**config.mk**
```make
export PLATFORM = sky130hd
export DESIGN_NAME = serial_frame_receive
export DESIGN_NICKNAME = d
export VERILOG_FILES = /design/src/rtl/serial_pkg.sv /design/src/rtl/frame_timeout_counter.sv /design/src/rtl/serial_frame_receive.sv
export SDC_FILE = /design/constraint.sdc
export NUM_CORES = 2
export LEC_CHECK = 0
export BUFFER_PORTS_ARGS = -buffer_cell sky130_fd_sc_hd__buf_2
export CAP_MARGIN = 20
export CORE_ASPECT_RATIO = 1.5
export CORE_MARGIN = 2
export CORE_UTILIZATION = 55
export DETAILED_ROUTE_END_ITERATION = 12
export PLACE_DENSITY = 0.77
export SLEW_MARGIN = 15
export SYNTH_ARGS = -nofsm -noshare
export SYNTH_HDL_FRONTEND = slang
export SYNTH_SLANG_ARGS = --single-unit
```
**constraint.sdc**
```tcl
create_clock -name clk -period 2.8 [get_ports clk]
set_input_delay 0 -clock clk [delete_from_list [all_inputs] [get_ports clk]]
set_output_delay 0 -clock clk [all_outputs]
set_load 0.1 [all_outputs]
```
**src/rtl/serial_pkg.sv**
```systemverilog
// Shared definitions for the serial frame receiver: state encoding, sync default,
// checksum width and a saturating increment helper.
package serial_pkg;

    localparam logic [1:0] S_IDLE    = 2'd0;
    localparam logic [1:0] S_PAYLOAD = 2'd1;
    localparam logic [1:0] S_CHECK   = 2'd2;
    localparam logic [1:0] S_COMMIT  = 2'd3;

    typedef enum logic [1:0] {
        ST_IDLE    = S_IDLE,
        ST_PAYLOAD = S_PAYLOAD,
        ST_CHECK   = S_CHECK,
        ST_COMMIT  = S_COMMIT
    } state_e;

    localparam int         CHECKSUM_W        = 8;
    localparam logic [7:0] DEFAULT_SYNC_BYTE = 8'hA5;

    function automatic logic [7:0] sat_inc8(input logic [7:0] v);
        return (v == 8'hFF) ? v : v + 8'd1;
    endfunction

endpackage

```
**src/rtl/frame_timeout_counter.sv**
```systemverilog
// Idle-cycle counter for an open frame; expired_o pulses for the cycle in which
// the count sits at TIMEOUT_CYCLES-1 with no clear.
module frame_timeout_counter #(
    parameter int TIMEOUT_CYCLES = 8388608
) (
    input  logic clk,
    input  logic reset,
    input  logic clear_i,
    input  logic enable_i,
    output logic expired_o
);

    localparam int             W    = (TIMEOUT_CYCLES > 1) ? $clog2(TIMEOUT_CYCLES) : 1;
    localparam logic [W-1:0]   LAST = W'(TIMEOUT_CYCLES - 1);

    logic [W-1:0] cnt_q;

    assign expired_o = enable_i && !clear_i && (cnt_q == LAST);

    always_ff @(posedge clk) begin
        if (reset) begin
            cnt_q <= '0;
        end else if (clear_i || !enable_i || expired_o) begin
            cnt_q <= '0;
        end else begin
            cnt_q <= cnt_q + 1'b1;
        end
    end

endmodule

```
**src/rtl/serial_frame_receive.sv**
```systemverilog
// Assembles received bytes into PAYLOAD_BYTES frames (optional sync byte and
// trailing checksum) and commits only verified frames to the payload register.
module serial_frame_receive
    import serial_pkg::*;
#(
    parameter int         PAYLOAD_BYTES  = 44,
    parameter bit         SYNC_EN        = 1'b1,
    parameter logic [7:0] SYNC_BYTE      = DEFAULT_SYNC_BYTE,
    parameter bit         CHECKSUM_EN    = 1'b1,
    parameter int         TIMEOUT_CYCLES = 8388608
) (
    input  logic                         clk,
    input  logic                         reset,
    input  logic [7:0]                   rx_data,
    input  logic                         rx_valid,
    output logic [8*PAYLOAD_BYTES-1:0]   payload,
    output logic                         load_flag,
    output logic                         payload_valid,
    output logic                         frame_error,
    output logic                         frame_timeout,
    output logic [7:0]                   error_count,
    output logic                         busy
);

    localparam int              PW       = 8 * PAYLOAD_BYTES;
    localparam int              CW       = $clog2(PAYLOAD_BYTES + 1);
    localparam logic [CW-1:0]   LAST_IDX = CW'(PAYLOAD_BYTES - 1);
    localparam state_e          DONE_ST  = CHECKSUM_EN ? ST_CHECK : ST_COMMIT;

    state_e                  state_q;
    logic [PW-1:0]           shift_q;
    logic [PW-1:0]           payload_q;
    logic [CW-1:0]           cnt_q;
    logic [CHECKSUM_W-1:0]   sum_q;
    logic                    load_flag_q;
    logic                    pv_q;
    logic                    fe_q;
    logic                    ft_q;
    logic [7:0]              err_q;

    logic [PW-1:0]           shift_in;
    logic                    tmo_en;
    logic                    tmo_expired;

    assign shift_in = (shift_q << 8) | PW'(rx_data);

    // Only PAYLOAD/CHECK can time out; every entry into them is either from a
    // state where the counter is held at zero or on a byte, which clears it.
    assign tmo_en = (state_q == ST_PAYLOAD) || (state_q == ST_CHECK);

    frame_timeout_counter #(
        .TIMEOUT_CYCLES(TIMEOUT_CYCLES)
    ) u_tmo (
        .clk      (clk),
        .reset    (reset),
        .clear_i  (rx_valid),
        .enable_i (tmo_en),
        .expired_o(tmo_expired)
    );

    always_ff @(posedge clk) begin
        if (reset) begin
            state_q     <= ST_IDLE;
            shift_q     <= '0;
            payload_q   <= '0;
            cnt_q       <= '0;
            sum_q       <= '0;
            load_flag_q <= 1'b0;
            pv_q        <= 1'b0;
            fe_q        <= 1'b0;
            ft_q        <= 1'b0;
            err_q       <= '0;
        end else begin
            pv_q <= 1'b0;
            fe_q <= 1'b0;
            ft_q <= 1'b0;
            case (state_q)
                // COMMIT publishes the frame, then accepts a byte exactly like IDLE
                ST_IDLE, ST_COMMIT: begin
                    if (state_q == ST_COMMIT) begin
                        payload_q   <= shift_q;
                        load_flag_q <= ~load_flag_q;
                        pv_q        <= 1'b1;
                    end
                    state_q <= ST_IDLE;
                    if (rx_valid) begin
                        if (SYNC_EN) begin
                            if (rx_data == SYNC_BYTE) begin
                                state_q <= ST_PAYLOAD;
                                cnt_q   <= '0;
                                sum_q   <= '0;
                            end
                        end else begin
                            shift_q <= shift_in;
                            cnt_q   <= CW'(1);
                            sum_q   <= rx_data;
                            state_q <= (PAYLOAD_BYTES == 1) ? DONE_ST : ST_PAYLOAD;
                        end
                    end
                end
                ST_PAYLOAD: begin
                    if (rx_valid) begin
                        shift_q <= shift_in;
                        cnt_q   <= cnt_q + 1'b1;
                        sum_q   <= sum_q + rx_data;
                        if (cnt_q == LAST_IDX) state_q <= DONE_ST;
                    end else if (tmo_expired) begin
                        state_q <= ST_IDLE;
                        ft_q    <= 1'b1;
                        err_q   <= sat_inc8(err_q);
                    end
                end
                ST_CHECK: begin
                    if (rx_valid) begin
                        if (rx_data == sum_q) begin
                            state_q <= ST_COMMIT;
                        end else begin
                            state_q <= ST_IDLE;
                            fe_q    <= 1'b1;
                            err_q   <= sat_inc8(err_q);
                        end
                    end else if (tmo_expired) begin
                        state_q <= ST_IDLE;
                        ft_q    <= 1'b1;
                        err_q   <= sat_inc8(err_q);
                    end
                end
                default: state_q <= ST_IDLE;
            endcase
        end
    end

    assign payload       = payload_q;
    assign load_flag     = load_flag_q;
    assign payload_valid = pv_q;
    assign frame_error   = fe_q;
    assign frame_timeout = ft_q;
    assign error_count   = err_q;
    assign busy          = (state_q != ST_IDLE);

endmodule

```
==> reports/metrics.yaml <==
route:
  firstDrtPassIters: 5
  drc: 0
  wl_per_cell_um: 16.4
  viasPerCell: 5.31
  final_antenna_net_count: 0
  wl_mm: 65.1
  vias: 21059
  drt_iter0_markers: 1325
power_and_ir_drop:
  p_per_area_nw_per_um2: 652
  irDropWorstVdd_v: 0.000483
  p_leak_uw: 0.0117
  total_power_uw: 20600
sta:
  hold_violations: 0
  period_share_pct: 91.7
  max_freq_mhz: 390
  rsz0062_at_grt: "false"
  hold-worst-slack_ps: 302
  fin_skew_ps: 28.0
  slew_viol_final: 0
  max-slew-margin-rel_pct: 32.1
  tightest_slew_ps: 1020
  setup_tns_ps: 0
  period_needed_ps: 2570
  setup_viol: 0
layout:
  drive_gt1_share_pct: 16.0
  fin_util_pct: 65.3
  nets: 3282
  fill_cells: 3892
  area.growth.synth_to_final_pct: 17.9
  fin_area_sq_um: 31600
setup_path:
  rrSetupSlack_ps: 230
  worstPathRequired_ps: 3310
  setup.worst_path.class: "register to register"
  startpoint_type: "register"
  slowest_stage: "or4_1"
  path_common_cell: "inv_1"
  r2r-start: "state_q[0]"
  critical_path.max_fanout: 7
  critical_path.cell_chain: "inv_1, ha_1, inv_1, nor3_1, a32oi_1, buf_4, or4_1, a21oi_1"
  reg2reg_depth: 8
  cp_slowest_stage_delay_ps: 510
  cp_data_arrival_time_ps: 3080
  worstSetupEndpointType: "register"
  r2r-end: "error_count[5]"
logic_synthesis:
  synthSimpleGateAreaFrac_pct: 17.8
  yosysTopAreaCell: "dfxtp_1"
  muxShareOfSynthArea_pct: 13.3
  synth_common_cells: "dfxtp_1 (755), nand2_1 (729), nor2_1 (395)"
  ys.flop_type: "dfxtp_1"
  synth_xor_xnor_area_share_pct: 0.947
  synth_compound_area_share_pct: 7.79
  yosysMostFrequentCell: "dfxtp_1"
  yosysUniqueCellTypes: 57
  seq_area_frac_synth_pct: 56.4
  synth.area.top_cells: "dfxtp_1 (56%), mux2i_1 (13%), nand2_1 (10%), a21oi_1 (6.8%), nor2_1 (5.5%)"
  synth_seq_cells: 755
  syn_inst: 2977
  syn_area_sq_um: 26800
  syn_area_per_cell_sq_um: 9.01
  async_reset_ff_share_pct: 0
  synthAdderAreaFrac_pct: 0.728
  synth-edff-count: 0
  synth_top_area_share_pct: 56.4
  synth_top_family_by_area: "simple AND/OR/NAND/NOR gates"
  synth_fp_nets: 3003
  yosys_warnings: 0
grt:
  grt_pass1_wl_mm: 103
  grt_overflow_total: 0
  grt_pass1_vias: 20208
  antenna_found_initial: 3
  grt_max_degree: 211
  grt_usage_pct: 24.8
die:
  die_w_um: 184
  num_rows: 99
  die_area_sq_um: 50600
  core_sq_um: 48400
  io_pins: 376
  initial_core_util_pct: 55.4
  chipHeight_um: 274
clock_tree:
  clk_pin_slew_ps: 70
  insertion_delay_ps: 590
  root_buffer: "clkbuf_16"
  h-tree-depth: 3
  cts_sinks: 755
  post-cts-setup-buffers: 0
  cts_max_path_buffers: 3
  cts_made_buffers: 68
  cts_tree: "yes"
place:
  place.gp.congestion: 0.853
  placedInstanceArea_sq_um: 29200
  dp_hpwl_mm: 42.0
  port_buffers: 375
flow_run:
  cap_violations: 0
hold_path:
  min_path_cells: 4
  min_to: "shift_q[0]"
  hp-start: "rx_data[0]"
  hp-class: "primary input to register"
run_status:
  status: "completed"
==> critical path, delay by kind of cell (launching register included) <==
kind                     cells  cell delay [ps]
AO/OA/AOI/OAI                2              360
adder cells (fa/ha/maj)      1              460
buffers and inverters        3              470
flip-flops                   1              420
AND/OR/NAND/NOR              2              780
==> cell usage in the layout (no fill, tap or decap), drive strengths merged, types with 2 or more instances in the layout <==
cell type and n:
xnor2 9, o31ai 4, buf 404, mux2i 353, and4 2, mux2 3, o21ai 4, nor4b 2
and3 12, ha 14, nor2b 4, a32oi 2, bufinv 7, nor3 7, or3 3, clkinvlp 5
diode 2, a21boi 2, nor2 396, nand3b 2, inv 16, clkinv 13, or4 5, nand2 729
dlygate4sd3 11, nand4 10, nor4 3, nand4b 2, clkbuf 94, dfxtp 755, xor2 20, nand3 26
nor4bb 2, a21oi 367
==> stage by stage <==
| step | instances | setup WS [ps] |
|---|---|---|
| after floorplan | 2977 | 175 |
| after global placement | 3831 | 376 |
| after detailed placement | 3831 | 283 |
| after CTS | 3965 | 256 |
| after global routing | 3966 | 75.8 |
| final | 3967 | 234 |
==> logic make-up (layout without fill, tap and decap cells) <==
group / count (synthesis) / after routing
fa+ha+maj: 15 / 15
buf+inv: 218 / 550
other cells: 0 / 2
simple gates: 1208 / 1208
mux: 356 / 356
xor+xnor: 29 / 29
compound gates: 396 / 396
flops: 755 / 755
==> layer usage <==
layer	GRT usage [%]	vias up	wire length, um
li1	-	10361	-
met3	8.49	156	5440
met1	27.6	9987	24900
met5	0	-	30
met4	10.7	4	2540
met2	43.1	551	32200
==> how the worst max path moves through the flow <==
stage / endpoint / slack [ps] / depth (start not counted) / startpoint
6_report: error_count[5] / 230 / 8 / state_q[0]
5_1_grt: shift_q[5] / 80 / 8 / state_q[1]
4_1_cts: error_count[5] / 260 / 8 / state_q[0]
3_5_place_dp: error_count[5] / 280 / 8 / state_q[0]
3_3_place_gp: error_count[5] / 380 / 8 / state_q[0]
2_1_floorplan: error_count[7] / 170 / 6 / error_count[0]
==> registers in the layout (all words and copies together), names as in the netlist <==
register and cells:
shift_q 352, cnt_q 6, state_q 2, u_tmo.cnt_q 23, frame_timeout 1, payload 352
load_flag 1, payload_valid 1, sum_q 8, frame_error 1, error_count 8
==> cell type report <==
type	count	area, sq um	area share (%)
Sequential cell	755	15100	47.8
Multi-Input combinational cell	2004	10900	34.5
Timing Repair Buffer	415	2390	7.56
Clock buffer	94	1970	6.24
Tap cell	656	821	2.60
Clock inverter	29	374	1.18
Inverter	12	45.0	0.142
Antenna cell	2	5.00	0.0158
==> where the power goes <==
group	internal, uW	leakage, uW	switching, uW
clock	5630	0.00114	4030
combinational	40.1	0.00451	193
sequential	10700	0.00608	0.0961
==> repair_timing <==
action                    4_1_cts  5_1_grt
resized for setup               0        0
hold endpoints to repair       93        0
hold buffers                   11        0
Power figures use the tool's default switching activity.
